===== src/rtl/dma_arb_pkg.sv =====
// Shared definitions for the DMA stream arbiter: FSM encoding, header
// length field position and the full byte-enable constant.
package dma_arb_pkg;

    typedef enum logic [1:0] {
        IDLE    = 2'd0,
        HEADER  = 2'd1,
        PAYLOAD = 2'd2
    } state_t;

    localparam int HDR_LEN_LSB = 0;
    localparam int HDR_LEN_MSB = 31;

    // Wide enough for data widths up to 512 bits; users slice what they need.
    localparam logic [63:0] KEEP_ALL = '1;

endpackage


===== src/rtl/rr_arbiter.sv =====
// Combinational round-robin picker: the first requesting source at or after
// ptr, in circular order.
module rr_arbiter
    import dma_arb_pkg::*;
#(
    parameter int NUM_SRC = 4,
    parameter int ID_W    = $clog2(NUM_SRC)
) (
    input  logic [NUM_SRC-1:0] req,
    input  logic [ID_W-1:0]    ptr,
    output logic [ID_W-1:0]    gnt_id,
    output logic               gnt_any
);

    localparam logic [ID_W:0] NUM_SRC_L = (ID_W + 1)'(NUM_SRC);

    logic [NUM_SRC-1:0] rot;
    logic [ID_W-1:0]    idx;
    logic [ID_W:0]      sum;

    // Rotate so that bit 0 of rot corresponds to the source at ptr.
    assign rot = (req >> ptr) | (req << (NUM_SRC - int'(ptr)));

    always_comb begin
        idx = '0;
        for (int i = NUM_SRC - 1; i >= 0; i--) begin
            if (rot[i]) begin
                idx = i[ID_W-1:0];
            end
        end
    end

    // Undo the rotation: gnt_id = (idx + ptr) mod NUM_SRC.
    assign sum     = {1'b0, idx} + {1'b0, ptr};
    assign gnt_id  = (sum >= NUM_SRC_L) ? ID_W'(sum - NUM_SRC_L) : sum[ID_W-1:0];
    assign gnt_any = |req;

endmodule


===== src/rtl/dma_stream_arbiter.sv =====
// Packet-granular round-robin mux of length-prefixed source streams onto one
// DMA write stream, generating last, keep and a source id.
module dma_stream_arbiter
    import dma_arb_pkg::*;
#(
    parameter int NUM_SRC = 4,
    parameter int DATA_W  = 128,
    parameter int CNT_W   = 32,
    parameter int ID_W    = $clog2(NUM_SRC)
) (
    input  logic                        clk,
    input  logic                        reset,
    input  logic [NUM_SRC*DATA_W-1:0]   s_data,
    input  logic [NUM_SRC-1:0]          s_valid,
    output logic [NUM_SRC-1:0]          s_ready,
    output logic [DATA_W-1:0]           m_data,
    output logic                        m_valid,
    input  logic                        m_ready,
    output logic                        m_last,
    output logic [DATA_W/8-1:0]         m_keep,
    output logic [ID_W-1:0]             m_dest,
    output logic                        busy,
    output logic [31:0]                 pkt_cnt
);

    localparam logic [ID_W-1:0] LAST_ID = ID_W'(NUM_SRC - 1);

    state_t             state;
    state_t             state_nxt;
    logic [ID_W-1:0]    g;
    logic [ID_W-1:0]    ptr;
    logic [ID_W-1:0]    gnt_id;
    logic               gnt_any;
    logic [CNT_W-1:0]   cnt;
    logic [CNT_W-1:0]   hdr_len;
    logic [DATA_W-1:0]  src_word [NUM_SRC];
    logic               sel_valid;
    logic               sel_hs;

    for (genvar i = 0; i < NUM_SRC; i++) begin : g_unpack
        assign src_word[i] = s_data[i*DATA_W +: DATA_W];
    end

    rr_arbiter #(
        .NUM_SRC (NUM_SRC),
        .ID_W    (ID_W)
    ) u_rr_arbiter (
        .req     (s_valid),
        .ptr     (ptr),
        .gnt_id  (gnt_id),
        .gnt_any (gnt_any)
    );

    assign sel_valid = s_valid[g];
    assign sel_hs    = sel_valid && m_ready;
    assign hdr_len   = CNT_W'(src_word[g][HDR_LEN_MSB:HDR_LEN_LSB]);
    assign m_dest    = g;
    assign busy      = (state != IDLE);

    always_comb begin
        state_nxt = state;
        m_data    = '0;
        m_valid   = 1'b0;
        s_ready   = '0;
        m_keep    = '0;
        m_last    = 1'b0;
        case (state)
            IDLE: begin
                if (gnt_any) begin
                    state_nxt = HEADER;
                end
            end
            HEADER: begin
                m_data     = src_word[g];
                m_valid    = sel_valid;
                s_ready[g] = m_ready;
                m_keep     = KEEP_ALL[DATA_W/8-1:0];
                m_last     = sel_valid && (hdr_len == '0);
                if (sel_hs) begin
                    state_nxt = (hdr_len == '0) ? IDLE : PAYLOAD;
                end
            end
            PAYLOAD: begin
                m_data     = src_word[g];
                m_valid    = sel_valid;
                s_ready[g] = m_ready;
                m_keep     = KEEP_ALL[DATA_W/8-1:0];
                m_last     = sel_valid && (cnt == CNT_W'(1));
                if (sel_hs && (cnt == CNT_W'(1))) begin
                    state_nxt = IDLE;
                end
            end
            default: begin
                state_nxt = IDLE;
            end
        endcase
    end

    // m_last is only raised while the granted source is valid, so
    // m_last && m_ready is exactly the packet-completing handshake.
    always_ff @(posedge clk) begin
        if (reset) begin
            state   <= IDLE;
            g       <= '0;
            ptr     <= '0;
            cnt     <= '0;
            pkt_cnt <= '0;
        end else begin
            state <= state_nxt;
            if (state == IDLE && gnt_any) begin
                g <= gnt_id;
            end
            if (state == HEADER && sel_hs) begin
                cnt <= hdr_len;
            end
            if (state == PAYLOAD && sel_hs) begin
                cnt <= cnt - CNT_W'(1);
            end
            if (m_last && m_ready) begin
                ptr     <= (g == LAST_ID) ? '0 : g + 1'b1;
                pkt_cnt <= pkt_cnt + 32'd1;
            end
        end
    end

endmodule


===== config.mk =====
export PLATFORM = sky130hd
export DESIGN_NAME = dma_stream_arbiter
export DESIGN_NICKNAME = d
export VERILOG_FILES = /design/src/rtl/dma_arb_pkg.sv /design/src/rtl/rr_arbiter.sv /design/src/rtl/dma_stream_arbiter.sv
export SDC_FILE = /design/constraint.sdc
export NUM_CORES = 1
export LEC_CHECK = 0
export ABC_CLOCK_PERIOD_IN_PS = 2700
export CORE_AREA = 2 2 278 280
export DETAILED_ROUTE_END_ITERATION = 6
export DIE_AREA = 0 0 280 282
export HOLD_SLACK_MARGIN = 0.06
export PLACE_DENSITY = 0.45
export SYNTH_ARGS = -nofsm -noshare
export SYNTH_HDL_FRONTEND = slang
export SYNTH_HIERARCHICAL = 1
export SYNTH_SLANG_ARGS = --single-unit

===== constraint.sdc =====
create_clock -name clk -period 2.7 [get_ports clk]
set_input_delay 0.54 -clock clk [delete_from_list [all_inputs] [get_ports clk]]
set_output_delay 0.54 -clock clk [all_outputs]
set_load 0.01 [all_outputs]

# == After elaboration in Yosys (flattened, before gate mapping) ==
# Cells that the tools add are included.
# word_totals
ff_bits,70
in_bits,519
out_inout_bits,185
elab_cells,68
# classes
add_sub_neg,6
n_lt_le_gt_ge,4
n_eq_ne,7
shift,2
muxes,25
n_bitwise,3
reduce_logical,16
# op_table
op,n
128-bit 2-to-1 mux,3
128-bit binary-select mux with 2-bit select,1
32-bit 2-to-1 mux,2
32-bit by 1-bit adder with 32-bit output (second input constant),1
32-bit by 1-bit == test with 1-bit output (second input constant),1
32-bit zero test,1
4-bit by 32-bit << shifter with 4-bit output,1
32-bit by 1-bit subtractor with 32-bit output (second input constant),1
2-bit 2-to-1 mux,10
16-bit 2-to-1 mux,1
1-bit logical AND,9
3-bit greater-or-equal comparator (second input constant),2
2-bit != test (second input constant),3
2-bit case mux with 3 select lines,1
4-bit AND,1
2-bit == test (second input constant),2
4-bit 2-to-1 mux,1
4-bit bitwise OR,1
2-bit nonzero test,2
4-bit OR reduction,1
4-bit by 2-bit >> shifter with 4-bit output,1
3-bit by 2-bit subtractor with 4-bit output (first input constant),1
2-bit by 2-bit adder with 3-bit output,1
2-bit by 3-bit less-than comparator with 1-bit output (second input constant),1
other kinds (12),14

# == Depth between registers and ports, before layout ==
# depth
ltp_word,10
depth_mapped,12
mapped_depth_nobuf,11

# == Cells and area by module ==
# Netlist, hierarchy kept.
# by_module_without_submodules
module,instances,cells_each,area_per_inst_um2
dma_stream_arbiter,1,946,8779.7
rr_arbiter,1,31,269.0

# == Worst setup path before layout ==
# OpenSTA, ideal clock, no wires.
# synth_path
path_kind,reg2out
from,"register g[1], in the netlist m_dest[1]"
to,output m_last
arrival_ps,2434
required_time_ps,2160
setup_slack_ps,-274
path_stages_with_launch,10
path_cell_list,dfxtp_1 clkbuf_1 clkbuf_1 mux4_2 nor4_2 and4_4 nand2_2 buf_2 o21ai_1 and2_1
# synth_via
elab_chain_cells,7
# synth_rtl
element,line_no,text
from (decl),dma_stream_arbiter.sv:30,logic [ID_W-1:0] g;
from (signal assigned),dma_stream_arbiter.sv:111,g <= gnt_id;
2-bit inverter with 3-bit output (implied by the code),dma_stream_arbiter.sv:56,assign hdr_len = CNT_W'(src_word[g][HDR_LEN_MSB:HDR_LEN_LSB]);
128-bit binary-select mux with 2-bit select,dma_stream_arbiter.sv:56,
128-bit 2-to-1 mux (2 in a row),--,
32-bit zero test,dma_stream_arbiter.sv:78,m_last = sel_valid && (hdr_len == '0);
1-bit logical AND,dma_stream_arbiter.sv:78,
1-bit case mux with 2 select lines *,dma_stream_arbiter.sv:67,case (state)
to (decl),dma_stream_arbiter.sv:19,"output logic m_last,"
# Mark *: on every way between the ends. The rest lies on a longest branch, timed or not. The select of a mux whose other input is x is not followed.

# == Worst setup path after layout ==
# layout_path
from,"register g[0], in the netlist m_dest[0]"
to,output m_last
# Same word-level chain as after synthesis.

==> flow_summary.toml <==
[outcome]
run_status = "complete, but fails checks"
violations = "negative setup slack"

[worst_setup_path]
cp-end-kind = "output port"
crit_chain = "buf_4 -> mux4_2 -> nor4_4 -> and4_4 -> nand2_4 -> o21ai_2 -> buf_6 -> and2_4 -> buf_6"
crit_type = "reg2out"
cp-start-kind = "flip-flop"
critPathMaxStageDelay_ps = 610
cpMostUsedCell = "buf_6"
cp_data_arrival_time_ps = 2890
cpMaxStageDelayCell = "mux4_2"
cp.required_ps = 2160
cp_max_fo = 7

[die]
die_area_mm2 = 0.0790
rows = 101
die_w_um = 280
die_h_um = 282
core_area_mm2 = 0.0757
start_util_pct = 12.0
ioPinCount = 704

[run]
max_cap_violations = 0

[finish]
register_area_mm2 = 0.00141
area_growth_pct = 119
nNetsFinal = 2363
drive_gt1_share_pct = 30.5
fillCellCount = 8056
multi_input_area_mm2 = 0.00735
final_area_mm2 = 0.0198
finalNonFillerCells = 2864

[yosys]
ys_seq_area_share_pct = 15.5
avgSynthCellArea_um2 = 9.26
synth_top_area_cell = "mux4_2"
synth_warnings = 6
syn-instance-count = 977
synth_edf_count = 0
synthArstFlopShare_pct = 0
ys_types = 70
syn_area_mm2 = 0.00905
synth_top_area_share_pct = 32.1
synthTopCellsByArea = "mux4_2 (32%), dfxtp_1 (15%), and2_1 (9.3%)"
synth_nets = 1508
synth_ff_type = "dfxtp_1"
synth_seq_cells = 70

[sta]
slew_headroom_pct = 56.4
slew_viol_final = 0
finalSetupViolations = 132
max_freq_ghz = 0.291
hold_violations = 0
rsz0062_at_grt = "true"
finalWorstPathRequiredPeriod_ps = 3430
skew_ps = 15.3
setup_ws_ps = -735
fin_crit_sh_pct = 127
tightest_slew_ps = 654

[route]
drc = 0
firstDrtPassIters = 5
dr_total_vias = 13465
drt_iter0_drc = 1486
viasPerCell = 4.70
ant_nets = 0
wl_per_cell_um = 36.3
wl_mm = 104

[placement]
gp_congestion = 0.946
numPortBuffers = 703
place_ws_ps = -1270
placed_cell_area_mm2 = 0.0182
dp_hpwl_mm = 90.6
dp.cells = 2719

[grt]
grt_usage_pct = 25.4
grt_overflow_total = 0
grt_start_max_net_pins = 60
antenna_found_initial = 164
grt_pass1_vias = 12683
grt_first_pass_wirelength_mm = 130

[clock_network]
cts_buffer_depth = 2
cts_max_level = 3
cts_tree = "yes"
cts_sinks = 70
cts_buffers = 9
path_clk_slew_ps = 60
clkLatencyLatePin_ps = 380
clockRootBuffer = "clkbuf_16"

[power]
leakage_uw = 0.00745
ir_drop_v = 0.000563
finalPower_uw = 12500
p_per_area_mw_per_mm2 = 630

[hold_path]
min_path_type = "reg2reg"
==> through the flow <==
stage                     utilization (%)  hold WS [ps]  TNS, ps
after CTS                            25.3           485   -50950
after global routing                 26.0           499   -39330
after global placement               24.0           464   -49690
after detailed placement             24.0           477   -48580
final                                26.2           488   -29880
after floorplan                         -           450    -91.0
==> routing by layer <==
| layer | vias up | GRT usage [%] | share of wire (%) |
|---|---|---|---|
| met5 | - | 0 | 0.43 |
| met4 | 70 | 6.13 | 2.7 |
| met3 | 185 | 14.7 | 15 |
| met2 | 995 | 35.7 | 40 |
| met1 | 6676 | 32.9 | 42 |
| li1 | 5539 | - | - |
==> state kept, by name, summed over array words and instances, names as in the netlist <==
| signal | cells |
|---|---|
| pkt_cnt | 32 |
| cnt | 32 |
| m_dest | 2 |
| state | 2 |
| ptr | 2 |
==> path summary, 6_finish.rpt <==
| path | start | endpoint | slack, ps | cells after the start |
|---|---|---|---|---|
| max | m_dest[0] | m_last | -730 | 9 |
| min | cnt[6] | cnt[6] | 490 | 2 |
| max reg2reg | m_dest[0] | pkt_cnt[24] | -360 | 8 |
| min reg2reg | cnt[6] | cnt[6] | 490 | 2 |
==> power breakdown <==
part / switching [uW] / internal [uW] / leakage (uW) / total, uW
sequential: 90.8 / 1140 / 0.000568 / 1230
clock: 550 / 794 / 0.000153 / 1340
combinational: 4710 / 5180 / 0.00673 / 9900
==> cell usage after synthesis (all sizes together), types with 3 or more instances <==
cell,n
a2111oi,3
a211oi,11
a21oi,35
a22oi,4
a31oi,4
and2,135
and3,16
and4,9
buf,39
clkbuf,65
dfxtp,70
ha,12
inv,24
mux2,28
mux2i,5
mux4,129
nand2,49
nand3,54
nand3b,4
nand4,29
nor2,65
nor2b,24
nor3,30
nor3b,3
nor4,17
o21ai,27
o221ai,4
o22ai,24
o31ai,4
o32ai,9
or2,3
or3,6
or4,4
xnor2,5
==> worst max-delay path, delay by kind of cell (launching register included) <==
kind,cells,cell delay [ps]
flops,1,440
compound gates,1,130
mux,1,610
buf+inv,3,450
simple gates,4,880
==> area by class of cell <==
cell class                      instances  share of cell area (%)
Clock inverter                          5                   0.278
Multi-Input combinational cell        779                    37.1
Antenna cell                           49                   0.619
Tap cell                              978                    6.18
Sequential cell                        70                    7.11
Clock buffer                           11                    1.33
Inverter                               24                   0.455
Timing Repair Buffer                  948                    46.9
==> kinds of logic after synthesis <==
| kind of cell | synth area share, % |
|---|---|
| flip-flops | 15.5 |
| AND/OR/NAND/NOR | 28.9 |
| XOR/XNOR | 0.678 |
| adder cells (fa/ha/maj) | 1.66 |
| multiplexers | 36.2 |
| buffers and inverters | 6.53 |
| AO/OA/AOI/OAI | 10.6 |
==> timing repair <==
action / CTS / global route
pin swaps: 12 / 22
gates resized for setup: 199 / 239
setup endpoints to repair: 171 / 172
cloned: 8 / 0
hold buffers: 0 / 0
setup buffers: 25 / 55
==> placed cells by master (no fill, tap or decap), drive strengths merged, types with 28 or more instances in the layout <==
cell type and instances:
clkbuf 44, clkdlybuf4s50 594, mux2 28, nand4 29
a21oi 35, nor2 65, mux4 129, buf 289
nand3 54, nor3 30, nand2 49, and2 135
diode 49, dfxtp 70
No activity file was read; power rests on OpenSTA's default activity.
